--- src/rtl/max_reduce_tree_if.sv ---
// Beat input / batch result bundle for max_reduce_tree.
// The design takes the slave modport; a driver takes the master modport.
interface max_reduce_tree_if #(
  parameter int DATA_WIDTH = 12,
  parameter int LANES      = 64,
  parameter int POS_WIDTH  = 16
) ();
  localparam int LW = $clog2(LANES);

  logic                        init;
  logic                        in_valid;
  logic [DATA_WIDTH*LANES-1:0] in_data;
  logic [POS_WIDTH-1:0]        in_pos;
  logic                        in_last;
  logic [DATA_WIDTH-1:0]       run_max;
  logic [LW-1:0]               run_lane;
  logic [POS_WIDTH-1:0]        run_pos;
  logic                        done;
  logic [DATA_WIDTH-1:0]       res_max;
  logic [LW-1:0]               res_lane;
  logic [POS_WIDTH-1:0]        res_pos;

  modport master (
    output init, in_valid, in_data, in_pos, in_last,
    input  run_max, run_lane, run_pos, done, res_max, res_lane, res_pos
  );

  modport slave (
    input  init, in_valid, in_data, in_pos, in_last,
    output run_max, run_lane, run_pos, done, res_max, res_lane, res_pos
  );
endinterface

--- src/rtl/max_reduce_tree.sv ---
// Pipelined pairwise max tree across LANES clamped scores, followed by a
// batch accumulator that reports the earliest strict maximum of each batch.
module max_reduce_tree #(
  parameter int  DATA_WIDTH = 12,
  parameter int  LANES      = 64,
  parameter int  POS_WIDTH  = 16,
  localparam int LW         = $clog2(LANES)
) (
  input logic              clk,
  input logic              rst,
  max_reduce_tree_if.slave bus
);

  // Level 0 is the combinational input; levels 1..LW are registered.
  for (genvar k = 0; k <= LW; k++) begin : lvl
    localparam int N = LANES >> k;
    logic [DATA_WIDTH-1:0] val  [N];
    logic [LW-1:0]         lane [N];
    logic [POS_WIDTH-1:0]  pos;
    logic                  last;
    logic                  vld;

    if (k == 0) begin : g_src
      // Negative scores enter the tree as zero, keeping their lane index.
      always_comb begin
        for (int i = 0; i < N; i++) begin
          if (bus.in_data[DATA_WIDTH*(i+1)-1]) begin
            val[i] = {DATA_WIDTH{1'b0}};
          end else begin
            val[i] = bus.in_data[DATA_WIDTH*i +: DATA_WIDTH];
          end
          lane[i] = LW'(i);
        end
      end

      assign pos  = bus.in_pos;
      assign last = bus.in_last;
      assign vld  = bus.in_valid & ~bus.init;
    end else begin : g_stage
      // Pairwise compare; the odd (higher) lane wins only when strictly larger.
      always_ff @(posedge clk or posedge rst) begin
        if (rst) begin
          for (int i = 0; i < N; i++) begin
            val[i]  <= {DATA_WIDTH{1'b0}};
            lane[i] <= {LW{1'b0}};
          end
          pos  <= {POS_WIDTH{1'b0}};
          last <= 1'b0;
          vld  <= 1'b0;
        end else begin
          for (int i = 0; i < N; i++) begin
            if (lvl[k-1].val[2*i+1] > lvl[k-1].val[2*i]) begin
              val[i]  <= lvl[k-1].val[2*i+1];
              lane[i] <= lvl[k-1].lane[2*i+1];
            end else begin
              val[i]  <= lvl[k-1].val[2*i];
              lane[i] <= lvl[k-1].lane[2*i];
            end
          end
          pos  <= lvl[k-1].pos;
          last <= lvl[k-1].last;
          vld  <= lvl[k-1].vld & ~bus.init;
        end
      end
    end
  end

  logic [DATA_WIDTH-1:0] tree_max_s;
  logic [LW-1:0]         tree_lane_s;
  logic [POS_WIDTH-1:0]  tree_pos_s;
  logic                  tree_last_s;
  logic                  tree_vld_s;

  assign tree_max_s  = lvl[LW].val[0];
  assign tree_lane_s = lvl[LW].lane[0];
  assign tree_pos_s  = lvl[LW].pos;
  assign tree_last_s = lvl[LW].last;
  assign tree_vld_s  = lvl[LW].vld;

  logic [DATA_WIDTH-1:0] run_max_r;
  logic [LW-1:0]         run_lane_r;
  logic [POS_WIDTH-1:0]  run_pos_r;
  logic [DATA_WIDTH-1:0] res_max_r;
  logic [LW-1:0]         res_lane_r;
  logic [POS_WIDTH-1:0]  res_pos_r;
  logic                  pend_r;
  logic                  done_r;
  logic [DATA_WIDTH-1:0] base_max_s;
  logic                  take_s;

  // While the previous batch is being closed out, a new result competes against zero.
  always_comb begin
    base_max_s = run_max_r;
    take_s     = 1'b0;
    if (pend_r) begin
      base_max_s = {DATA_WIDTH{1'b0}};
    end else begin
      base_max_s = run_max_r;
    end
    take_s = tree_vld_s && (tree_max_s > base_max_s);
  end

  // Running maximum, batch close-out and held result.
  always_ff @(posedge clk or posedge rst) begin
    if (rst) begin
      run_max_r  <= {DATA_WIDTH{1'b0}};
      run_lane_r <= {LW{1'b0}};
      run_pos_r  <= {POS_WIDTH{1'b0}};
      res_max_r  <= {DATA_WIDTH{1'b0}};
      res_lane_r <= {LW{1'b0}};
      res_pos_r  <= {POS_WIDTH{1'b0}};
      pend_r     <= 1'b0;
      done_r     <= 1'b0;
    end else if (bus.init) begin
      run_max_r  <= {DATA_WIDTH{1'b0}};
      run_lane_r <= {LW{1'b0}};
      run_pos_r  <= {POS_WIDTH{1'b0}};
      pend_r     <= 1'b0;
      done_r     <= 1'b0;
    end else begin
      done_r <= pend_r;
      pend_r <= tree_vld_s & tree_last_s;
      if (pend_r) begin
        res_max_r  <= run_max_r;
        res_lane_r <= run_lane_r;
        res_pos_r  <= run_pos_r;
      end else begin
        res_max_r  <= res_max_r;
        res_lane_r <= res_lane_r;
        res_pos_r  <= res_pos_r;
      end
      if (take_s) begin
        run_max_r  <= tree_max_s;
        run_lane_r <= tree_lane_s;
        run_pos_r  <= tree_pos_s;
      end else if (pend_r) begin
        run_max_r  <= {DATA_WIDTH{1'b0}};
        run_lane_r <= {LW{1'b0}};
        run_pos_r  <= {POS_WIDTH{1'b0}};
      end else begin
        run_max_r  <= run_max_r;
        run_lane_r <= run_lane_r;
        run_pos_r  <= run_pos_r;
      end
    end
  end

  assign bus.run_max  = run_max_r;
  assign bus.run_lane = run_lane_r;
  assign bus.run_pos  = run_pos_r;
  assign bus.done     = done_r;
  assign bus.res_max  = res_max_r;
  assign bus.res_lane = res_lane_r;
  assign bus.res_pos  = res_pos_r;

endmodule

--- src/flat_wrapper.sv ---
// flat-port wrapper written by rule: the top's interface ports become plain ports
module max_reduce_tree_flat 
#(
  parameter int  DATA_WIDTH = 12,
  parameter int  LANES      = 64,
  parameter int  POS_WIDTH  = 16,
  localparam int LW         = $clog2(LANES)
)
  (clk, rst, bus_init, bus_in_valid, bus_in_data, bus_in_pos, bus_in_last, bus_run_max, bus_run_lane, bus_run_pos, bus_done, bus_res_max, bus_res_lane, bus_res_pos);
  max_reduce_tree_if #(.DATA_WIDTH(DATA_WIDTH), .LANES(LANES), .POS_WIDTH(POS_WIDTH)) bus_i ();
  input logic clk;
  input logic rst;
  input wire logic [$bits(bus_i.init)-1:0] bus_init;
  input wire logic [$bits(bus_i.in_valid)-1:0] bus_in_valid;
  input wire logic [$bits(bus_i.in_data)-1:0] bus_in_data;
  input wire logic [$bits(bus_i.in_pos)-1:0] bus_in_pos;
  input wire logic [$bits(bus_i.in_last)-1:0] bus_in_last;
  output wire logic [$bits(bus_i.run_max)-1:0] bus_run_max;
  output wire logic [$bits(bus_i.run_lane)-1:0] bus_run_lane;
  output wire logic [$bits(bus_i.run_pos)-1:0] bus_run_pos;
  output wire logic [$bits(bus_i.done)-1:0] bus_done;
  output wire logic [$bits(bus_i.res_max)-1:0] bus_res_max;
  output wire logic [$bits(bus_i.res_lane)-1:0] bus_res_lane;
  output wire logic [$bits(bus_i.res_pos)-1:0] bus_res_pos;
  assign bus_i.init = bus_init;
  assign bus_i.in_valid = bus_in_valid;
  assign bus_i.in_data = bus_in_data;
  assign bus_i.in_pos = bus_in_pos;
  assign bus_i.in_last = bus_in_last;
  assign bus_run_max = bus_i.run_max;
  assign bus_run_lane = bus_i.run_lane;
  assign bus_run_pos = bus_i.run_pos;
  assign bus_done = bus_i.done;
  assign bus_res_max = bus_i.res_max;
  assign bus_res_lane = bus_i.res_lane;
  assign bus_res_pos = bus_i.res_pos;
  max_reduce_tree #(.DATA_WIDTH(DATA_WIDTH), .LANES(LANES), .POS_WIDTH(POS_WIDTH)) u_core (.clk(clk), .rst(rst), .bus(bus_i));
endmodule
--- config.mk ---
export PLATFORM = sky130hd
export DESIGN_NAME = max_reduce_tree_flat
export DESIGN_NICKNAME = d
export VERILOG_FILES = /design/src/rtl/max_reduce_tree_if.sv /design/src/rtl/max_reduce_tree.sv /design/src/flat_wrapper.sv
export SDC_FILE = /design/constraint.sdc
export NUM_CORES = 2
export LEC_CHECK = 0
export CORE_UTILIZATION = 35
export DETAILED_ROUTE_END_ITERATION = 6
export HOLD_SLACK_MARGIN = 0.15
export PLACE_DENSITY_LB_ADDON = 0.2
export SETUP_SLACK_MARGIN = 0.3
export SYNTH_ARGS = -nofsm -noshare
export SYNTH_HDL_FRONTEND = slang
export SYNTH_SLANG_ARGS = --single-unit
--- constraint.sdc ---
create_clock -name clk -period 39.4 [get_ports clk]
set_input_delay 7.88 -clock clk [delete_from_list [all_inputs] [get_ports clk]]
set_output_delay 7.88 -clock clk [all_outputs]
set_load 0.03 [all_outputs]
# After elaboration in Yosys (flattened, before gate mapping)
# Index checks and enable logic that the tools add are counted.
classes:
  magnitude_cmp: 64
  muxes: 201
  bitwise: 9
  reduce_logical: 3
ops:
  columns: ["op", "count"]
  rows:
  - ["2-to-1 mux 11 bit", 112]
  - ["greater-than comparator 11 bit", 48]
  - ["2-to-1 mux 12 bit", 18]
  - ["greater-than comparator 12 bit", 16]
  - ["2-to-1 mux 6 bit", 26]
  - ["2-to-1 mux 16 bit", 3]
  - ["2-to-1 mux 1 bit", 34]
  - ["2-to-1 mux 5 bit", 4]
  - ["bitwise AND 1 bit", 8]
  - ["2-to-1 mux 4 bit", 2]
  - ["2-to-1 mux 3 bit", 1]
  - ["nonzero test 3 bit", 1]
  - ["2-to-1 mux 2 bit", 1]
  - ["AND reduction 2 bit", 1]
  - ["logical AND 1 bit", 1]
  - ["inverter 1 bit", 1]
totals:
  register_bits: 1223
  input_bits: 789
  out_inout_bits: 69
  wordCells: 429

# Logic depth before layout (Yosys ltp)
logic_depth:
  word_depth: 5
  ltp_mapped: 11

# Least setup slack after synthesis
# OpenSTA, ideal clock, no wires.
synth_timing:
  path_type: "input port to flip-flop"
  startpoint: "input bus_in_data[575]"
  endpoint: "register u_core.lvl[1].val[100] (netlist name)"
  setup_time_ps: 79
  t_arrival_ps: 9787
  t_required_ps: 39321
  slack_ps: 29534
  stages: 11
  path_buffers: 2
  cell_sequence: "clkbuf_1 > nand2b_1 > inv_1 > ha_1 > a21o_1 > a21oi_1 > a21oi_1 > a2111oi_2 > a41o_1 > buf_4 > mux2i_1"
synth_between:
  elab_chain_len: 3
synth_rtl:
  columns: ["element", "line", "source"]
  rows:
  - ["start: declaration", "flat_wrapper.sv:15", "input wire logic [$bits(bus_i.in_data)-1:0] bus_in_data;"]
  - ["2-to-1 mux 11 bit (*)", "max_reduce_tree.sv:27", "if (bus.in_data[DATA_WIDTH*(i+1)-1]) begin"]
  - ["greater-than comparator 11 bit", "max_reduce_tree.sv:52", "if (lvl[k-1].val[2*i+1] > lvl[k-1].val[2*i]) begin"]
  - ["2-to-1 mux 11 bit (*)", "max_reduce_tree.sv:52", null]
  - ["end signal: indexed assignment", "max_reduce_tree.sv:44", "val[i] <= {DATA_WIDTH{1'b0}};"]
  - ["end signal: indexed assignment", "max_reduce_tree.sv:53", "val[i] <= lvl[k-1].val[2*i+1];"]
  - ["end signal: indexed assignment", "max_reduce_tree.sv:56", "val[i] <= lvl[k-1].val[2*i];"]
  - ["end: declaration", "max_reduce_tree.sv:17", "logic [DATA_WIDTH-1:0] val [N];"]
# Every way passes the cells marked *; elsewhere a longest branch is shown, timed or not.
# A chain may end at the register's enable or synchronous reset.

# Worst setup path in the final report
layout_timing:
  startpoint: "input bus_in_data[767]"
  endpoint: "register u_core.lvl[1].val[6] (netlist name)"
# The elaborated chain is that of the path after synthesis.

==> metrics.md <==
| Metric | Value |
|---|---|
| R2R cell count | 8 |
| Commonest cells after routing, fill and taps aside | 1017 x dfrtp_1, 857 x clkdlybuf4s50_1, 738 x inv_1, 736 x nand2b_1, 704 x ha_1 |
| Main combinational cell family by area after synthesis | adder cells |
| Remaining DRCs | 0 |
| Pre-CTS WS | 28.27 ns |
| Num CTS Buffers | 114 |
| Critical Path Start | bus_in_data[767] |
| Status | completed |
| Synth top area share | 44.1% |
| Die Ht | 408 µm |
| Site row count | 148 |
| Max incr delay on CP | 0.89 ns |
| Final HPWL DP | 134 mm |
| Total gr overflow | 0 |
| Non-Filler Instances | 8601 |
| Simple-gate share of the synthesized area | 14.2% |
| Ys async rst share | 100% |
| Static Leak | 35.9 nW |
| Area delta synth->final | 25.3% |
| Post-CTS Setup Repair Bufs | 0 |
| FF-to-FF setup slack | 36.12 ns |
| Antenna Violating Nets Remaining | 0 |
| Warnings from Yosys | 0 |
| Yosys cell types | 55 |
| Worst Max-Slew Pin Slew | 1.28 ns |
| WP buf/inv | 2 |
| IO Port Bufs | 857 |
| CP Capture Type | flip-flop |
| Clock Latency Late Sink | 0.74 ns |
| CTS Buffer Depth | 3 |
| Post-route cell area | 72300 µm² |
| Endpoints failing setup | 0 |
| Register bit total from synthesis | 1018 |
| DR WL/cell | 19.1 µm |
| H-tree depth | 3 |
| EDFF count, synth | 0 |
| Post-synthesis area per instance | 10.5 µm² |
| Post-Syn Area | 57700 µm² |
| Crit path kind | primary input to flip-flop |
| Vias/cell | 4.78 |
| Register area | 25500 µm² |
| Post-synthesis sequential area ratio | 44.1% |
| Fill cell count | 15.4k |
| Placed instance area | 68400 µm² |
| Tmin final | 10.36 ns |
| Most common cell after layout, fill and taps aside | dfrtp_1 |
| WP depth | 10 |
| Top cells by area, synth | dfrtp_1 44%, ha_1 15%, nand2b_1 8.0% |
| Crit share post-route | 26.3% |
| Synth Net Count | 7002 |
| Die width | 408 µm |
| Starting Density | 35.4% |
| Crit path to | u_core.lvl[1].val[6] |
| First-pass GRT wire length | 253 mm |
| Largest net degree at the start of global routing | 171 |
| Synth area leader | dfrtp_1 |
| Crit path max-delay family | simple AND/OR/NAND/NOR gates |
| Main flop type after synthesis | dfrtp_1 |
| CP Data Required Time | 40.04 ns |
| Worst R2R End | u_core.lvl[2].lane[24] |
| I/O Pins | 858 |
| Mux contribution to synthesized area | 12.1% |
| Peak VDD IR | 0.0421 mV |
| Layout cells sized above 1 | 6.59% |
| Vias | 41.1k |
| Hold/Removal Path Class | flip-flop to flip-flop |
| Hold bufs inserted after CTS | 0 |
| Placed Cells | 8381 |
| Clk sinks | 1018 |
| Initial antenna violation count | 15 |
| Startpoint types | primary input |
| Hold Vio Cnt, Final | 0 |
| RSZ-0062 raised after global routing | no |
| TritonCTS clock tree | done |
| Placer Congestion | 0.904 |
| Critical Path Slowest Stage Cell | nor2_1 |
| Core footprint | 163000 µm² |
| Compound-cell area share of the yosys netlist | 8.12% |
| Worst setup margin | 29.04 ns |
| Final nets | 7815 |
| Max-Cap Viols | 0 |
| Clk root buf | clkbuf_16 |
| Setup TNS | 0 ns |
| Pwr dens | 50.3 nW/µm² |
| Adder-Cell Fraction of Synth Area | 15.3% |
| Global Route Usage Sum | 19.6% |
| Vias in the first global route | 43.3k |
| Fmax | 96.5 MHz |
| Multi-input logic area | 28600 µm² |
| Aggregate routed wire length | 164 mm |
| Slew margin rel. | 13.6% |
| Crit path cell chain | clkdlybuf4s50_1 > nand2b_1 > inv_1 > ha_1 > and4_1 > nand3_1 > a21oi_1 > a2111oi_4 > nor2_1 > mux2i_1 |
| Slew Viols, Final | 0 |
| CP Max Fanout | 11 |
| DRT iter0 DRCs | 2001 |
| Reg2reg start | u_core.lvl[1].val[114] |
| Worst-path clk slew | 0.06 ns |
| Drt pass-1 iters | 5 |
| Syn Inst Count | 5509 |
| Xor/xnor share of the synthesized area | 0% |
| Total die area | 167000 µm² |
| Worst EP arrival | 11.01 ns |
| CTS resizes | 0 |
| Clk_skew | 0.0222 ns |
-- cell type report --
type,count,share of cell area [%]
clock buffers,146,4.32
flip-flops and latches,1018,35.2
repair buffers,878,12.1
multi-input cells,3571,39.6
well taps,2175,3.76
inverters,739,3.84
diodes,5,0.0173
clock inverters,69,1.13
-- per-stage QoR --
stage               hold WS, ns  power, W  util [%]
detailed placement        0.335   0.00257      41.9
global route              0.348   0.00388      44.3
global placement          0.333   0.00255      41.9
finish                    0.338   0.00364      44.3
CTS                       0.339   0.00369      44.3
floorplan                 0.331   0.00216         -
-- routing by layer --
metal	wire, µm	track usage, %	vias up
li1	-	-	20228
met1	74600	25.8	19878
met2	79500	33.6	762
met3	6060	3.04	210
met4	3840	4.84	10
met5	65	0	-
-- worst min-delay path by stage --
stage / cells past startpoint / to / from
after floorplan: 0 / u_core.lvl[2].last / u_core.lvl[1].last
after global placement: 0 / u_core.lvl[4].pos[5] / u_core.lvl[3].pos[5]
after detailed placement: 0 / u_core.lvl[2].pos[4] / u_core.lvl[1].pos[4]
after CTS: 0 / u_core.lvl[2].pos[13] / u_core.lvl[1].pos[13]
after global routing: 0 / u_core.lvl[4].pos[13] / u_core.lvl[3].pos[13]
final: 0 / u_core.lvl[2].pos[13] / u_core.lvl[1].pos[13]
-- synthesized netlist by cell type (19+ instances only) --
cell type  instances
nor2b_1           45
nor3_1            24
a211oi_1          58
nor2_1           107
nand4_1           94
a21oi_1          258
o21ai_0          246
inv_1            739
o22ai_1           23
dfrtp_1         1018
ha_1             704
and2_1            27
nand3b_1          24
a21o_1            36
mux2_1           125
nand2_1          251
mux2i_1          373
nand3_1           75
and4_1            23
clkbuf_1         120
nand2b_1         737
buf_2             38
mux2_2           138
o21ai_1           27
o211ai_1          19
and3_1            21
-- report_power, final --
group	total, W	leakage (nW)	internal [W]	switching (W)
combinational	0.00115	21.0	0.000508	0.000639
sequential	0.00139	13.0	0.00126	0.000134
clock	0.00110	1.92	0.000640	0.000459
-- sequential cells by signal, indices dropped and copies added, names as in the netlist --
signal	flops
u_core.bus.done	1
u_core.bus.res_lane	6
u_core.bus.res_max	12
u_core.bus.res_pos	16
u_core.bus.run_lane	6
u_core.bus.run_max	12
u_core.bus.run_pos	16
u_core.lvl.lane	147
u_core.lvl.last	6
u_core.lvl.pos	96
u_core.lvl.val	693
u_core.lvl.vld	6
u_core.pend_r	1
-- cells by family (layout without fill, tap and decap cells) --
kind of cell / Yosys count / count (layout)
flip-flops: 1018 / 1018
adder cells (fa/ha/maj): 704 / 704
buffers and inverters: 920 / 1832
multiplexers: 654 / 654
AO/OA/AOI/OAI: 764 / 764
other: 1 / 6
AND/OR/NAND/NOR: 1448 / 1448
(Power assumes the default switching activity.)
